## config.mk

```make
export PLATFORM = sky130hd
export DESIGN_NAME = matrix_activation
export DESIGN_NICKNAME = d
export VERILOG_FILES = /design/src/rtl/matrix_activation_pkg.sv /design/src/rtl/matrix_activation_alu.sv /design/src/rtl/matrix_activation.sv
export SDC_FILE = /design/constraint.sdc
export NUM_CORES = 1
export LEC_CHECK = 0
export ABC_AREA = 1
export BUFFER_PORTS_ARGS = -buffer_cell sky130_fd_sc_hd__buf_4
export CORE_MARGIN = 4
export CORE_UTILIZATION = 29
export DETAILED_ROUTE_END_ITERATION = 7
export MAX_ROUTING_LAYER = met4
export SLEW_MARGIN = 5
export SYNTH_ARGS = -nofsm -noshare
export SYNTH_HDL_FRONTEND = slang
export SYNTH_SLANG_ARGS = --single-unit
```

## constraint.sdc

```tcl
create_clock -name clk -period 10.15 [get_ports clk]
set_input_delay 1.5225 -clock clk [delete_from_list [all_inputs] [get_ports clk]]
set_output_delay 1.5225 -clock clk [all_outputs]
set_load 0.05 [all_outputs]
```

## src/rtl/matrix_activation_pkg.sv

```systemverilog
// Shared constants and types for the matrix activation engine.
package matrix_activation_pkg;

  localparam int unsigned DEFAULT_TYPE_BW = 32;
  localparam int unsigned ADDR_W          = 32;
  localparam int unsigned SHIFT_W         = 5;

  // Memory request encodings seen by the SRAM controller.
  localparam logic [1:0] MEM_NONE  = 2'b00;
  localparam logic [1:0] MEM_READ  = 2'b01;
  localparam logic [1:0] MEM_WRITE = 2'b11;

  // Saturation window for the clamp mode.
  localparam int SAT_MAX = 32767;
  localparam int SAT_MIN = -32768;

  typedef enum logic [1:0] {
    MODE_RELU = 2'd0,
    MODE_SAT  = 2'd1,
    MODE_SHR  = 2'd2,
    MODE_COPY = 2'd3
  } act_mode_e;

  typedef enum logic [2:0] {
    ST_IDLE = 3'd0,
    ST_HDR  = 3'd1,
    ST_RD   = 3'd2,
    ST_WR   = 3'd3,
    ST_DONE = 3'd4
  } state_e;

endpackage

```

## src/rtl/matrix_activation_alu.sv

```systemverilog
// Element activation: pure combinational function of mode, shift and element.
module activation_alu
  import matrix_activation_pkg::*;
#(
  parameter int unsigned TYPE_BW = DEFAULT_TYPE_BW
) (
  input  act_mode_e            i_mode,
  input  logic [SHIFT_W-1:0]   i_shift,
  input  logic [TYPE_BW-1:0]   i_x,
  output logic [TYPE_BW-1:0]   o_y_c
);

  localparam logic signed [TYPE_BW-1:0] SAT_HI = TYPE_BW'(SAT_MAX);
  localparam logic signed [TYPE_BW-1:0] SAT_LO = TYPE_BW'(SAT_MIN);

  logic signed [TYPE_BW-1:0] w_x;
  assign w_x = $signed(i_x);

  // Select the activation result; elements are signed two's complement.
  always_comb begin
    o_y_c = i_x;
    case (i_mode)
      MODE_RELU: if (w_x < 0) o_y_c = '0;
      MODE_SAT: begin
        if (w_x > SAT_HI)      o_y_c = SAT_HI;
        else if (w_x < SAT_LO) o_y_c = SAT_LO;
      end
      MODE_SHR:  o_y_c = TYPE_BW'(w_x >>> i_shift);
      MODE_COPY: o_y_c = i_x;
      default:   o_y_c = i_x;
    endcase
  end

endmodule

```

## src/rtl/matrix_activation.sv

```systemverilog
// Job engine: fetches a 4-word header, then streams N elements through the
// activation ALU, one read and one write per element, no overlap.
module matrix_activation
  import matrix_activation_pkg::*;
#(
  parameter int unsigned TYPE_BW  = DEFAULT_TYPE_BW,
  parameter logic [31:0] HDR_ADDR = 32'h0000_0000
) (
  input  logic               clk,
  input  logic               reset,
  input  logic               enable,
  output logic               done,
  output logic [1:0]         mem_operation,
  output logic [ADDR_W-1:0]  addr_o,
  output logic [TYPE_BW-1:0] data_o,
  input  logic [TYPE_BW-1:0] data_i,
  input  logic               mem_opdone
);

  state_e               r_state;
  logic [1:0]           r_hdr_idx;
  logic [ADDR_W-1:0]    r_idx;
  logic [TYPE_BW-1:0]   r_src;
  logic [TYPE_BW-1:0]   r_dst;
  logic [TYPE_BW-1:0]   r_cnt;
  act_mode_e            r_mode;
  logic [SHIFT_W-1:0]   r_shift;
  logic                 r_done;
  logic [1:0]           r_mem_op;
  logic [ADDR_W-1:0]    r_addr;
  logic [TYPE_BW-1:0]   r_data;

  logic [TYPE_BW-1:0]   w_act;
  logic [ADDR_W-1:0]    w_idx_next;

  assign done          = r_done;
  assign mem_operation = r_mem_op;
  assign addr_o        = r_addr;
  assign data_o        = r_data;
  assign w_idx_next    = r_idx + ADDR_W'(1);

  activation_alu #(.TYPE_BW(TYPE_BW)) u_alu (
    .i_mode  (r_mode),
    .i_shift (r_shift),
    .i_x     (data_i),
    .o_y_c   (w_act)
  );

  // Job sequencer: a request is issued from an idle bus cycle and held until
  // its completion pulse; completion always returns the bus to idle for a cycle.
  always_ff @(posedge clk or posedge reset) begin
    if (reset) begin
      r_state   <= ST_IDLE;
      r_hdr_idx <= 2'd0;
      r_idx     <= '0;
      r_src     <= '0;
      r_dst     <= '0;
      r_cnt     <= '0;
      r_mode    <= MODE_RELU;
      r_shift   <= '0;
      r_done    <= 1'b0;
      r_mem_op  <= MEM_NONE;
      r_addr    <= '0;
      r_data    <= '0;
    end else begin
      case (r_state)
        ST_IDLE: begin
          r_done   <= 1'b0;
          r_mem_op <= MEM_NONE;
          if (enable) begin
            r_state   <= ST_HDR;
            r_hdr_idx <= 2'd0;
            r_idx     <= '0;
          end
        end

        ST_HDR: begin
          if (!enable) begin
            r_state  <= ST_IDLE;
            r_mem_op <= MEM_NONE;
            r_done   <= 1'b0;
          end else if (r_mem_op == MEM_NONE) begin
            r_mem_op <= MEM_READ;
            r_addr   <= HDR_ADDR + ADDR_W'(r_hdr_idx);
          end else if (mem_opdone) begin
            r_mem_op <= MEM_NONE;
            case (r_hdr_idx)
              2'd0: r_src <= data_i;
              2'd1: r_dst <= data_i;
              2'd2: r_cnt <= data_i;
              default: begin
                r_mode  <= act_mode_e'(data_i[1:0]);
                r_shift <= data_i[12:8];
              end
            endcase
            if (r_hdr_idx == 2'd3) begin
              r_idx <= '0;
              if (r_cnt == '0) begin
                r_state <= ST_DONE;
                r_done  <= 1'b1;
              end else begin
                r_state <= ST_RD;
              end
            end else begin
              r_hdr_idx <= r_hdr_idx + 2'd1;
            end
          end
        end

        ST_RD: begin
          if (!enable) begin
            r_state  <= ST_IDLE;
            r_mem_op <= MEM_NONE;
            r_done   <= 1'b0;
          end else if (r_mem_op == MEM_NONE) begin
            r_mem_op <= MEM_READ;
            r_addr   <= ADDR_W'(r_src) + r_idx;
          end else if (mem_opdone) begin
            r_mem_op <= MEM_NONE;
            r_data   <= w_act;
            r_state  <= ST_WR;
          end
        end

        ST_WR: begin
          if (!enable) begin
            r_state  <= ST_IDLE;
            r_mem_op <= MEM_NONE;
            r_done   <= 1'b0;
          end else if (r_mem_op == MEM_NONE) begin
            r_mem_op <= MEM_WRITE;
            r_addr   <= ADDR_W'(r_dst) + r_idx;
          end else if (mem_opdone) begin
            r_mem_op <= MEM_NONE;
            r_idx    <= w_idx_next;
            if (w_idx_next == ADDR_W'(r_cnt)) begin
              r_state <= ST_DONE;
              r_done  <= 1'b1;
            end else begin
              r_state <= ST_RD;
            end
          end
        end

        ST_DONE: begin
          r_mem_op <= MEM_NONE;
          if (!enable) begin
            r_state <= ST_IDLE;
            r_done  <= 1'b0;
          end else begin
            r_done  <= 1'b1;
          end
        end

        default: begin
          r_state  <= ST_IDLE;
          r_mem_op <= MEM_NONE;
          r_done   <= 1'b0;
        end
      endcase
    end
  end

endmodule
```

* Yosys cells after proc, flatten, opt, wreduce, memory -nomap -nowiden
Index checks and enable logic that the tools add are counted.
W data, S select, Z words.
** Storage, ports and cells
- Register bits :: 207
- Output and inout port bits :: 67
** Operators by class
- Add/subtract/negate cells :: 4
- Magnitude comparators :: 3
- Equality and inequality tests :: 35
- Shift-type cells :: 1
- Mux-type cells :: 59
- Bitwise logic cells :: 2
- Reduce and logical (&&, ||, !) cells :: 20
** Operators with widths (count)
- $mux W32 :: 17
- $pmux W32 S3 :: 2
- $pmux W32 S4 :: 1
- $add A32 B32 Y32 :: 2
- $mux W3 :: 14
- $add A32 B1 Y32 const B :: 1
- $eq A32 B32 Y1 :: 1
- $gt A32 B16 Y1 const B :: 1
- $logic_not A32 Y1 :: 1
- $lt A32 B1 Y1 const B :: 1
- $lt A32 B16 Y1 const B :: 1
- $sshr A32 B5 Y32 :: 1
- $ne A2 B2 Y1 const B :: 15
- $ne A3 B3 Y1 const B :: 9
- $mux W2 :: 10
- $reduce_and A5 Y1 :: 4
- $reduce_and A9 Y1 :: 2
- $pmux W3 S5 :: 1
- $mux W1 :: 11
- $eq A2 B2 Y1 const B :: 4
- $pmux W2 S2 :: 2
- $reduce_and A8 Y1 :: 1
- $reduce_and A7 Y1 :: 1
- $eq A3 B2 Y1 const B :: 2
- other kinds (14) :: 19

* Longest topological paths before layout
- Depth in word-level cells :: 7
- Gate-level depth with buffers :: 25
- Mapped depth without buffers :: 24

* Modules after synthesis
Synthesis repeated with hierarchy kept, for this count alone.
** Unflattened totals
- Cells, all modules :: 2141
- Area total of the unflattened synthesis :: 14465.1 µm²
** Modules (own cells, without submodules)
- matrix_activation :: instances 1, cells each 1547, area an instance 11656.2 µm², seq. area each 5180.0 µm²
- activation_alu :: instances 1, cells each 594, area an instance 2808.9 µm², seq. area each 0.0 µm²

* Worst setup path before layout
Ideal clock, no wire load.
- Path kind :: in2reg
- Start point :: in data_i[21]
- End point :: reg r_data[10] (netlist: data_o[10])
- Arrival time :: 3.233 ns
- Required time :: 10.037 ns
- Slack :: 6.804 ns
- Stages :: 12
- Path buffers :: 1
- Cell sequence :: inv_1 nor4_1 nand4_1 ha_1 clkbuf_1 nor2_1 nor2_1 o22ai_1 a21oi_1 o21ai_1 nand2_1 inv_1
** On the way
- Longest elaborated chain between the ends :: 4
** RTL lines
- start: declaration :: RTL line matrix_activation.sv:16 : input logic [TYPE_BW-1:0] data_i,
- $lt A32 B16 Y1 :: RTL line matrix_activation_alu.sv:26 : else if (w_x < SAT_LO) o_y_c = SAT_LO;
- $mux W32 :: RTL line matrix_activation_alu.sv:26
- $mux W32 :: RTL line matrix_activation_alu.sv:25 : if (w_x > SAT_HI) o_y_c = SAT_HI;
- $pmux W32 S4 (*) :: RTL line matrix_activation_alu.sv:22 : case (i_mode)
- end signal: assignment :: RTL line matrix_activation.sv:120 : r_data <= w_act;
- end: declaration :: RTL line matrix_activation.sv:31 : logic [TYPE_BW-1:0] r_data;
Every way passes the cells marked *; elsewhere a longest branch is shown, timed or not.
A chain may end at the register's enable or synchronous reset.

* Worst setup path after layout
- Start point :: reg r_state[2]
- End point :: reg r_addr[22] (netlist: addr_o[22])
** On the way
- Longest elaborated chain between the ends :: 3
** RTL lines
- start: declaration :: RTL line matrix_activation.sv:20 : state_e r_state;
- start signal: assignment :: RTL line matrix_activation.sv:53 : r_state <= ST_IDLE;
- start signal: assignment :: RTL line matrix_activation.sv:71 : r_state <= ST_HDR;
- start signal: assignment :: RTL line matrix_activation.sv:79 : r_state <= ST_IDLE;
- $eq A3 B1 Y1 / $eq A3 B2 Y1 (equally long branches) :: RTL line matrix_activation.sv:66 : case (r_state)
- $ne A2 B2 Y1 (no source line) / $reduce_bool A3 Y1 (equally long branches)
- $reduce_and A7 Y1 (no source line)
- end signal: assignment :: RTL line matrix_activation.sv:84 : r_addr <= HDR_ADDR + ADDR_W'(r_hdr_idx);
- end signal: assignment :: RTL line matrix_activation.sv:117 : r_addr <= ADDR_W'(r_src) + r_idx;
- end signal: assignment :: RTL line matrix_activation.sv:132 : r_addr <= ADDR_W'(r_dst) + r_idx;
- end: declaration :: RTL line matrix_activation.sv:30 : logic [ADDR_W-1:0] r_addr;
Parallel ways exist; a longest one is shown, timed or not.

==> flow_summary.yaml <==
sta:
  setup_viol: 0
  tightest_slew_ps: 1300
  worst_slack_ps: 5840
  slew_headroom_pct: 13.3
  period_needed_ps: 4310
  max_freq_mhz: 232
  fin_tns_setup_ps: 0
  maxSlewViolCount: 0
  period_share_pct: 42.5
  hold_viol: 0
  rsz0062_at_grt: "false"
  skew_ps: 14.2
yosys:
  synthTopCellsByArea: "dfrtp_1, nand2_1, o21ai_0"
  netlist_instances: 2060
  yosysTopAreaCellShare_pct: 37.2
  synth_area_leader_cell: "dfrtp_1"
  synthesis.area_mm2: 0.0139
  yosys_warnings: 0
  synth-edff-count: 0
  synth_commonest_cells: "nand2_1, o21ai_0, dfrtp_1"
  avgSynthCellArea_um2: 6.75
  synthArstFlopShare_pct: 100
  synth_fp_nets: 2135
  synth_ff_type: "dfrtp_1"
  synth_cell_types: 44
  post-synth-top-count-cell: "nand2_1"
  synth_seq_cells: 207
  ys_seq_area_share_pct: 37.2
pwr:
  p_leak_uw: 0.00790
  combPwrFrac_pct: 38.2
  clkPwrFrac_pct: 28.4
  p_sw_uw: 1530
  power_density_mw_per_mm2: 223
  p_seq_share_pct: 33.4
  p_sw_share_pct: 42.3
  p_int_uw: 2080
  ir_drop_mv: 0.164
detailed_routing:
  remaining_drc_errors: 0
  wl_per_cell_um: 17.8
  via_per_inst: 5.15
  first_iter_violations: 1447
  drtPass1Iterations: 6
  num_vias: 14172
  ant_nets: 0
  wl_um: 49100
cts:
  cts_tree: "built"
  path_clk_slew_ps: 60
  ctsResizeCount: 0
  numCtsBuffers: 26
  post-cts-setup-buffer-count: 0
  clk_path_buf_depth: 3
  ctsHoldBuffers: 0
  cts.sinks: 207
  cts_root_buf: "clkbuf_16"
  clk_latency_ps: 550
  cts_max_level: 1
floorplanning:
  fp.dieW_um: 227
  dieArea_mm2: 0.0515
  initial_core_util_pct: 29.6
  fp-row-count: 79
  core_area_mm2: 0.0470
  io_pins: 103
  die_h_um: 227
place:
  dp.cells: 2704
  dp_hpwl_um: 36900
  dpl_worst_slack_ps: 5930
  place.gp.congestion: 0.956
  portBuffers: 102
layout:
  syn_to_final_growth_pct: 16.5
  fillers: 5038
  seq_area_mm2: 0.00518
  num-nets-final: 2200
  layout.cells.non_filler: 2752
  drive_above_1_share_pct: 9.33
  multi_input_area_mm2: 0.00765
critical_path:
  cpPeakStageDelay_ps: 430
  cp.required_ps: 10580
  cp_slowest_cell: "dfrtp_1"
  endpoint_kind: "register"
  arrival_ps: 4740
  critical_path_class: "reg2reg"
  worstPathMaxFanout: 37
  cpMostUsedCell: "nand2_1"
  path_cells: "nor2_2 -> inv_1 -> nor2_2 -> buf_4 -> inv_1 -> buf_4 -> nand2_1 -> nand2_1 -> ha_1 -> nand2_1 -> o21ai_0 -> inv_1 -> o21ai_0 -> nand2_1 -> nand2_1 -> a21oi_1 -> inv_1 -> nand2_1 -> nand2_1 -> nand2_1 -> nand2_1 -> nand2_1 -> nand3_1 -> nand2_1"
  cp-start-kind: "register"
grt:
  grt_max_degree: 75
  grt_pass1_wl_um: 77000
  grt_pass1_vias: 13446
  grt_overflow_total: 0
  grtUsageTotal_pct: 19.3
  grt_antenna_before_repair: 1
hold_path:
  hold_path_class: "reg2reg"
outcome:
  status: "finished clean"
job:
  cap_viol_max_count: 0
-- state kept, by name, summed over array words and instances, names as in the netlist --
| name | flops |
|---|---|
| addr_o | 32 |
| data_o | 32 |
| done | 1 |
| mem_operation | 2 |
| r_cnt | 32 |
| r_dst | 32 |
| r_hdr_idx | 2 |
| r_idx | 32 |
| r_mode | 2 |
| r_shift | 5 |
| r_src | 32 |
| r_state | 3 |
-- layer usage --
| layer | global-route usage [%] | up-vias | part of all wire, % |
|---|---|---|---|
| li1 | - | 6953 | - |
| met1 | 27.2 | 6628 | 47 |
| met2 | 29.8 | 513 | 44 |
| met3 | 2.62 | 78 | 5.8 |
| met4 | 4.55 | 0 | 2.5 |
| met5 | - | - | 0 |
-- kinds of logic after synthesis --
kind of cell / after synthesis / share of synthesized area (%)
adder cells (fa/ha/maj): 39 / 3.56
flip-flops: 207 / 37.2
AND/OR/NAND/NOR: 1019 / 30.6
XOR/XNOR: 8 / 0.612
buffers and inverters: 287 / 7.85
AO/OA/AOI/OAI: 486 / 19.1
multiplexers: 14 / 1.01
-- cells in the final DEF, fill, tap and decap left out, types with 4 or more instances in the layout --
cell and count:
nand3_1 100, nor2_4 5, clkinvlp_4 6, nand2_1 699
inv_1 201, nor4_1 16, bufinv_16 5, nor3_1 8
a31oi_1 6, o21bai_1 4, nand3b_1 12, mux2i_1 14
or2_2 6, o21ai_1 6, nand2_2 8, nor2_2 9
a21oi_1 76, o2111ai_1 14, xor2_1 5, clkbuf_1 4
buf_4 118, o211ai_1 20, a32o_1 4, clkbuf_16 27
nand4_1 17, o21ai_0 302, dfrtp_1 207, nor2_1 129
o22ai_1 40, ha_1 38
-- path summary, 6_finish.rpt --
kind | start | endpoint | slack, ps | cells after the start
worst max-delay path | r_state[2] | addr_o[22] | 5840 | 24
worst min-delay path | addr_o[18] | addr_o[18] | 480 | 2
worst max register to register | r_state[2] | addr_o[22] | 5840 | 24
worst min register to register | addr_o[18] | addr_o[18] | 480 | 2
max in group asynchronous | reset | r_idx[19] | 6910 | 4
min in group asynchronous | reset | data_o[5] | 1030 | 2
-- through the flow --
step / hold slack, ps / cell area, um^2 / power, uW / util (%)
2_1_floorplan: 452 / 13900 / 2100 / -
3_3_place_gp: 465 / 15300 / 2580 / 32.5
3_5_place_dp: 468 / 15300 / 2590 / 32.5
4_1_cts: 485 / 16200 / 3630 / 34.5
5_1_grt: 503 / 16200 / 3830 / 34.5
6_report: 482 / 16200 / 3610 / 34.5
-- final cells by class --
| class | count | area share (%) |
|---|---|---|
| Antenna cell | 1 | 0.0154 |
| Clock buffer | 34 | 4.52 |
| Clock inverter | 13 | 1.29 |
| Inverter | 206 | 4.82 |
| Multi-Input combinational cell | 1566 | 47.2 |
| Sequential cell | 207 | 32.0 |
| Tap cell | 607 | 4.69 |
| Timing Repair Buffer | 118 | 5.47 |
-- critical path: cells and delay by family (launching register included) --
family | cells | cell delay (ps)
simple gates | 14 | 1550
buf+inv | 6 | 1120
compound gates | 3 | 780
flops | 1 | 430
fa+ha+maj | 1 | 320
-- power by group through the flow --
stage | clock network, uW | logic [uW] | registers [uW]
global route | 1080 | 1510 | 1240
finish | 1020 | 1380 | 1210
floorplan | 0 | 673 | 1430
CTS | 1050 | 1380 | 1210
global placement | 0 | 1370 | 1210
detailed placement | 0 | 1370 | 1220
Note: power is estimated with default switching activity, not from simulation.
